$ cat config.mk
export PLATFORM = sky130hd
export DESIGN_NAME = toaplan2_cen_bank_flat
export DESIGN_NICKNAME = d
export VERILOG_FILES = /design/src/rtl/toaplan2_cen_bank_if.sv /design/src/rtl/toaplan2_cen_bank.sv /design/src/flat_wrapper.sv
export SDC_FILE = /design/constraint.sdc
export NUM_CORES = 2
export LEC_CHECK = 0
export ABC_AREA = 1
export CAP_MARGIN = 0
export CORE_ASPECT_RATIO = 1.5
export CORE_MARGIN = 5
export CORE_UTILIZATION = 50
export CTS_CLUSTER_DIAMETER = 60
export CTS_CLUSTER_SIZE = 40
export DETAILED_ROUTE_END_ITERATION = 10
export GPL_TIMING_DRIVEN = 0
export PLACE_DENSITY = 0.69
export SLEW_MARGIN = 20
export SYNTH_ARGS = -nofsm -noshare
export SYNTH_HDL_FRONTEND = slang
export SYNTH_SLANG_ARGS = --single-unit
$ cat constraint.sdc
create_clock -name clk_i -period 3.5 [get_ports clk_i]
set_input_delay 0.35 -clock clk_i [delete_from_list [all_inputs] [get_ports clk_i]]
set_output_delay 0.35 -clock clk_i [all_outputs]
set_load 0.005 [all_outputs]
$ cat src/rtl/toaplan2_cen_bank_if.sv
// Configuration, pause and enable-output bundle for the fractional clock-enable bank.
// Latency: none (wiring only).
// Backpressure: none; the bank consumes writes and emits enables every CLK.
interface toaplan2_cen_bank_if #(
  parameter int NCH = 8,
  parameter int WN  = 10,
  parameter int WD  = 12
);
  localparam int CW = (NCH > 1) ? $clog2(NCH) : 1;

  logic           cfg_we;
  logic [CW-1:0]  cfg_ch;
  logic [WN-1:0]  cfg_num;
  logic [WD-1:0]  cfg_den;
  logic           cfg_force;
  logic           cfg_err;
  logic           pause;
  logic [NCH-1:0] pause_mask;
  logic [NCH-1:0] cen;
  logic [NCH-1:0] cenb;
  logic [NCH-1:0] pend;

  modport master (
    output cfg_we, cfg_ch, cfg_num, cfg_den, cfg_force, pause, pause_mask,
    input  cfg_err, cen, cenb, pend
  );

  modport slave (
    input  cfg_we, cfg_ch, cfg_num, cfg_den, cfg_force, pause, pause_mask,
    output cfg_err, cen, cenb, pend
  );
endinterface

$ cat src/rtl/toaplan2_cen_bank.sv
// Bank of NCH fractional clock-enable generators (CEN at CLK*NUM/DEN, CENB at half period).
// Latency: CEN/CENB/PEND/CFG_ERR are registered, 1 CLK after the deciding cycle.
// Backpressure: none; PAUSE & PAUSE_MASK freezes a channel's accumulator and silences it.
module toaplan2_cen_bank #(
  parameter int NCH = 8,
  parameter int WN  = 10,
  parameter int WD  = 12,
  parameter logic [NCH*WN-1:0] DEF_NUM = {NCH{WN'(1)}},
  parameter logic [NCH*WD-1:0] DEF_DEN = {NCH{WD'(8)}}
) (
  input logic                 clk_i,
  input logic                 rst_i,
  toaplan2_cen_bank_if.slave  bus
);
  localparam int CW = (NCH > 1) ? $clog2(NCH) : 1;
  localparam logic [CW:0] NCH_LIM = (CW+1)'(NCH);

  // Per-channel state: accumulator, active rate, shadow rate.
  logic [WD-1:0]  acc_q     [NCH];
  logic [WD-1:0]  acc_d     [NCH];
  logic [WN-1:0]  num_q     [NCH];
  logic [WN-1:0]  num_d     [NCH];
  logic [WD-1:0]  den_q     [NCH];
  logic [WD-1:0]  den_d     [NCH];
  logic [WN-1:0]  shd_num_q [NCH];
  logic [WN-1:0]  shd_num_d [NCH];
  logic [WD-1:0]  shd_den_q [NCH];
  logic [WD-1:0]  shd_den_d [NCH];
  logic [NCH-1:0] cen_q, cen_d, cenb_q, cenb_d, pend_q, pend_d;
  logic           err_q, err_d;

  // Per-channel combinational terms.
  logic [WD:0]    sum  [NCH];
  logic [WD-1:0]  half [NCH];
  logic [NCH-1:0] wrap, held, wr_hit;

  // Write validation: nonzero DEN, step no larger than half of DEN, channel in range.
  logic [WD:0] num2x;
  logic        cfg_ok;
  assign num2x  = (WD+1)'(bus.cfg_num) << 1;
  assign cfg_ok = (bus.cfg_den != '0) &&
                  (num2x <= {1'b0, bus.cfg_den}) &&
                  ({1'b0, bus.cfg_ch} < NCH_LIM);

  for (genvar g = 0; g < NCH; g++) begin : g_ch
    assign sum[g]    = {1'b0, acc_q[g]} + (WD+1)'(num_q[g]);
    assign half[g]   = den_q[g] >> 1;
    assign wrap[g]   = sum[g] >= {1'b0, den_q[g]};
    assign held[g]   = bus.pause & bus.pause_mask[g];
    assign wr_hit[g] = bus.cfg_we & cfg_ok & (bus.cfg_ch == CW'(g));
  end

  // Next-state: forced writes win; otherwise accumulate, apply shadow at wrap, capture writes.
  always_comb begin
    acc_d     = acc_q;
    num_d     = num_q;
    den_d     = den_q;
    shd_num_d = shd_num_q;
    shd_den_d = shd_den_q;
    pend_d    = pend_q;
    cen_d     = '0;
    cenb_d    = '0;
    err_d     = bus.cfg_we & ~cfg_ok;
    for (int i = 0; i < NCH; i++) begin
      if (wr_hit[i] && bus.cfg_force) begin
        num_d[i]     = bus.cfg_num;
        den_d[i]     = bus.cfg_den;
        shd_num_d[i] = bus.cfg_num;
        shd_den_d[i] = bus.cfg_den;
        acc_d[i]     = '0;
        pend_d[i]    = 1'b0;
      end else begin
        if (!held[i]) begin
          if (wrap[i]) begin
            // sum < 2*DEN, so the WD-bit difference is exact.
            acc_d[i] = sum[i][WD-1:0] - den_q[i];
            cen_d[i] = 1'b1;
          end else begin
            acc_d[i]  = sum[i][WD-1:0];
            cenb_d[i] = (acc_q[i] < half[i]) && (sum[i] >= {1'b0, half[i]});
          end
        end
        // Shadow goes live at a period boundary, or immediately on a stopped channel.
        if (pend_q[i] && ((!held[i] && wrap[i]) || (num_q[i] == '0))) begin
          num_d[i]  = shd_num_q[i];
          den_d[i]  = shd_den_q[i];
          pend_d[i] = 1'b0;
          // A stopped channel may hold an acc beyond the new DEN; restart its period.
          if ((num_q[i] == '0) && (acc_q[i] >= shd_den_q[i])) begin
            acc_d[i] = '0;
          end
        end
        // A write coinciding with a wrap waits in the shadow for the next wrap.
        if (wr_hit[i]) begin
          shd_num_d[i] = bus.cfg_num;
          shd_den_d[i] = bus.cfg_den;
          pend_d[i]    = 1'b1;
        end
      end
    end
  end

  // State registers with synchronous reset to the default rates.
  always_ff @(posedge clk_i) begin
    if (rst_i) begin
      for (int i = 0; i < NCH; i++) begin
        acc_q[i]     <= '0;
        num_q[i]     <= DEF_NUM[i*WN +: WN];
        den_q[i]     <= DEF_DEN[i*WD +: WD];
        shd_num_q[i] <= DEF_NUM[i*WN +: WN];
        shd_den_q[i] <= DEF_DEN[i*WD +: WD];
      end
      cen_q  <= '0;
      cenb_q <= '0;
      pend_q <= '0;
      err_q  <= 1'b0;
    end else begin
      acc_q     <= acc_d;
      num_q     <= num_d;
      den_q     <= den_d;
      shd_num_q <= shd_num_d;
      shd_den_q <= shd_den_d;
      cen_q     <= cen_d;
      cenb_q    <= cenb_d;
      pend_q    <= pend_d;
      err_q     <= err_d;
    end
  end

  assign bus.cen     = cen_q;
  assign bus.cenb    = cenb_q;
  assign bus.pend    = pend_q;
  assign bus.cfg_err = err_q;
endmodule

$ cat src/flat_wrapper.sv
// flat-port wrapper written by rule: the top's interface ports become plain ports
module toaplan2_cen_bank_flat 
#(
  parameter int NCH = 8,
  parameter int WN  = 10,
  parameter int WD  = 12,
  parameter logic [NCH*WN-1:0] DEF_NUM = {NCH{WN'(1)}},
  parameter logic [NCH*WD-1:0] DEF_DEN = {NCH{WD'(8)}}
)
  (clk_i, rst_i, bus_cfg_we, bus_cfg_ch, bus_cfg_num, bus_cfg_den, bus_cfg_force, bus_pause, bus_pause_mask, bus_cfg_err, bus_cen, bus_cenb, bus_pend);
  toaplan2_cen_bank_if #(.NCH(NCH), .WN(WN), .WD(WD)) bus_i ();
  input logic clk_i;
  input logic rst_i;
  input wire logic [$bits(bus_i.cfg_we)-1:0] bus_cfg_we;
  input wire logic [$bits(bus_i.cfg_ch)-1:0] bus_cfg_ch;
  input wire logic [$bits(bus_i.cfg_num)-1:0] bus_cfg_num;
  input wire logic [$bits(bus_i.cfg_den)-1:0] bus_cfg_den;
  input wire logic [$bits(bus_i.cfg_force)-1:0] bus_cfg_force;
  input wire logic [$bits(bus_i.pause)-1:0] bus_pause;
  input wire logic [$bits(bus_i.pause_mask)-1:0] bus_pause_mask;
  output wire logic [$bits(bus_i.cfg_err)-1:0] bus_cfg_err;
  output wire logic [$bits(bus_i.cen)-1:0] bus_cen;
  output wire logic [$bits(bus_i.cenb)-1:0] bus_cenb;
  output wire logic [$bits(bus_i.pend)-1:0] bus_pend;
  assign bus_i.cfg_we = bus_cfg_we;
  assign bus_i.cfg_ch = bus_cfg_ch;
  assign bus_i.cfg_num = bus_cfg_num;
  assign bus_i.cfg_den = bus_cfg_den;
  assign bus_i.cfg_force = bus_cfg_force;
  assign bus_i.pause = bus_pause;
  assign bus_i.pause_mask = bus_pause_mask;
  assign bus_cfg_err = bus_i.cfg_err;
  assign bus_cen = bus_i.cen;
  assign bus_cenb = bus_i.cenb;
  assign bus_pend = bus_i.pend;
  toaplan2_cen_bank #(.NCH(NCH), .WN(WN), .WD(WD), .DEF_NUM(DEF_NUM), .DEF_DEN(DEF_DEN)) u_core (.clk_i(clk_i), .rst_i(rst_i), .bus(bus_i));
endmodule
==> results.sh <==
export IMPL_r2r_slack_ns=0.09
export IMPL_min_period_over_period_pct=98.9
export IMPL_ctsHoldBuffers=0
export IMPL_hold_path_class="input pin to flop"
export IMPL_vias=35625
export IMPL_grt_max_degree=35
export IMPL_die_w_um=225
export IMPL_core_area_um2=68900
export IMPL_clock_latency_ns=0.64
export IMPL_hold_path_end="u_core.bus.cfg_err"
export IMPL_timing_max_slew_rel_slack_pct=15.0
export IMPL_rr_startpoint="u_core.num_q[45]"
export IMPL_synth_seq_cells=473
export IMPL_synth_edff_count=0
export IMPL_netlist_instances=5028
export IMPL_synth_async_reset_ratio_pct=0
export IMPL_dp_cells=5981
export IMPL_numPortBuffers=52
export IMPL_finalClockSkew_ns=0.0548
export IMPL_ctsLongestPathBuffers=3
export IMPL_drc_errors=0
export IMPL_arrival_ns=4.02
export IMPL_wirelength_mm=124
export IMPL_synth_mux_area_share_pct=0
export IMPL_maxCapViolCount=0
export IMPL_fin_util_pct=60.4
export IMPL_cts_buffers_inserted=36
export IMPL_cp_required_ns=4.06
export IMPL_final_common_cell="nand2_1"
export IMPL_drtIter0Drc=2622
export IMPL_synth_largest_area_cell="dfxtp_1"
export IMPL_grt_antenna_before_repair=6
export IMPL_crit_fanout=11
export IMPL_netlist_area_leader_share_pct=27.3
export IMPL_p_leak_nw=18.4
export IMPL_slew_viol_final=0
export IMPL_layout_common_cells="nand2_1, inv_1, a21oi_1, dfxtp_1, nor2_1"
export IMPL_outcome="finished, final reports clean"
export IMPL_min_path_cells=3
export IMPL_r2r_end="u_core.bus.cenb[3]"
export IMPL_cts_root_buf="clkbuf_16"
export IMPL_endpoint_kind="flop"
export IMPL_grt_overflow=0
export IMPL_synth_xor_area_share_pct=3.67
export IMPL_die_h_um=332
export IMPL_htreeDepth=2
export IMPL_initial_core_util_pct=50.2
export IMPL_syn_avg_cell_area_um2=6.89
export IMPL_drtAntennaViolNets=0
export IMPL_synth_flop_cell="dfxtp_1"
export IMPL_synth_warnings=0
export IMPL_drive_gt1_share_pct=14.6
export IMPL_cp_start_kind="input pin"
export IMPL_setup_viol=0
export IMPL_fin_hold_ws_ns=0.246
export IMPL_tritoncts="built"
export IMPL_vias_per_cell=5.77
export IMPL_power_density_nw_per_um2=745
export IMPL_die_area_um2=74700
export IMPL_path_clk_slew_ns=0.10
export IMPL_dr_pass1_iters=8
export IMPL_ys_seq_area_share_pct=27.3
export IMPL_synth_simple_area_share_pct=25.5
export IMPL_tightest_slew_ns=1.27
export IMPL_std_cell_rows=118
export IMPL_yosys_area_share_adder_pct=17.2
export IMPL_synth_cell_types=56
export IMPL_grt_usage_pct=30.9
export IMPL_synth_top_family_by_area="simple AND/OR/NAND/NOR gates"
export IMPL_rsz0062_at_grt="yes"
export IMPL_hold_viol=0
export IMPL_finalNetCount=5752
export IMPL_synthTopCellsByArea="dfxtp_1, ha_1, nand2_1"
export IMPL_grt_pass1_vias=33912
export IMPL_synth_compound_area_share_pct=17.5
export IMPL_cts_sinks=473
export IMPL_ioPinCount=63
export IMPL_hpwlAfterDp_mm=90.2
export IMPL_rr_worst_depth=19
export IMPL_grt_pass1_wl_mm=184
export IMPL_min_period_ns=3.46
export IMPL_final_area_um2=41600
export IMPL_ir_worst_vdd_mv=0.820
export IMPL_area_growth_pct=20.2
export IMPL_critical_path_class="input pin to flop"
export IMPL_hold_start="bus_cfg_we"
export IMPL_synth_nets=5532
export IMPL_gp_congestion=0.950
export IMPL_syn_area_um2=34600
export IMPL_total_power_mw=31.0
export IMPL_place_area_um2=36300
export IMPL_wire_per_inst_um=20.0
export IMPL_fmax_mhz=289
export IMPL_layout_cells_non_filler=6179
[where the power goes]
part | total [mW] | switching [mW] | internal (mW)
Clock | 5.23 | 2.86 | 2.37
Combinational | 18.8 | 10.9 | 7.96
Sequential | 6.94 | 0.853 | 6.09
[worst max path at each step]
| stage | slack (ns) | end | cells after the start | from |
|---|---|---|---|---|
| finish | 0.04 | u_core.acc_q[13] | 16 | bus_cfg_den[10] |
| detailed placement | -0.85 | u_core.acc_q[13] | 16 | bus_cfg_den[7] |
| global route | -0.1 | u_core.acc_q[46] | 21 | u_core.acc_q[36] |
| CTS | -0.04 | u_core.bus.cenb[7] | 22 | u_core.num_q[0] |
| floorplan | 0.16 | u_core.den_q[25] | 22 | u_core.num_q[20] |
| global placement | -1.25 | u_core.acc_q[13] | 16 | bus_cfg_den[7] |
[layer usage]
layer  up-vias  routed length [µm]  global-route usage [%]
li1      17227                   -                       -
met1     16460               45000                    34.3
met2      1402               59800                    53.6
met3       532                8630                    4.99
met4         4               10100                    21.1
met5         -                  34                       0
[kinds of logic after synthesis]
kind of cell	count (synthesis)
adder cells (fa/ha/maj)	466
buffers and inverters	760
XOR/XNOR	145
AND/OR/NAND/NOR	2058
AO/OA/AOI/OAI	1126
flip-flops	473
[synthesized netlist by cell type, types with 19 or more instances]
cell type / number
nand2_1: 1123
inv_1: 553
a21oi_1: 546
dfxtp_1: 473
ha_1: 450
nor2_1: 418
o21ai_0: 355
nand3_1: 313
clkbuf_1: 92
xor2_1: 80
xnor2_1: 65
nor3_1: 62
o211ai_1: 56
buf_2: 55
a31oi_1: 48
nand4_1: 41
o21ai_1: 32
nand2_2: 27
a21o_1: 21
buf_4: 20
o22ai_1: 19
[area by class of cell]
class	instances	area, µm²
Timing Repair Buffer	183	1700
Buffer	190	1130
Inverter	569	2140
Tap cell	900	1130
Antenna cell	4	10.0
Sequential cell	473	9550
Clock buffer	38	940
Fill cell	6336	27300
Multi-Input combinational cell	3795	24500
Clock inverter	27	586
[through the flow]
stage                     setup WS, ns  TNS (ns)
after floorplan                  0.162         0
after global routing           -0.0998     -5.40
after CTS                      -0.0380   -0.0394
after detailed placement        -0.849   -204.70
final                           0.0381         0
after global placement           -1.25   -384.19
[worst max-delay path, stage by stage]
cell	delay, ns
clkbuf_2	0.54
buf_2	0.57
inv_1	0.09
ha_1	0.33
nand4_2	0.14
nor2_2	0.20
nand2_1	0.09
nand3_2	0.11
nand2_8	0.12
nand4_2	0.14
nor2_4	0.07
nor2_1	0.35
nand2_1	0.35
inv_1	0.32
o21ai_0	0.13
inv_1	0.06
[state kept, by name, summed over array words and instances (netlist names)]
name,count
u_core.bus.pend,8
u_core.bus.cenb,8
u_core.acc_q,96
u_core.den_q,96
u_core.num_q,80
u_core.bus.cfg_err,1
u_core.shd_num_q,80
u_core.bus.cen,8
u_core.shd_den_q,96
[repair_timing]
item                       4_1_cts  5_1_grt
gates resized for setup        212      399
pin swaps                       54      135
setup buffers                   64       55
gates cloned                     6        6
setup endpoints to repair      277      273
hold endpoints to repair         0        0
Power figures use the tool's default switching activity.
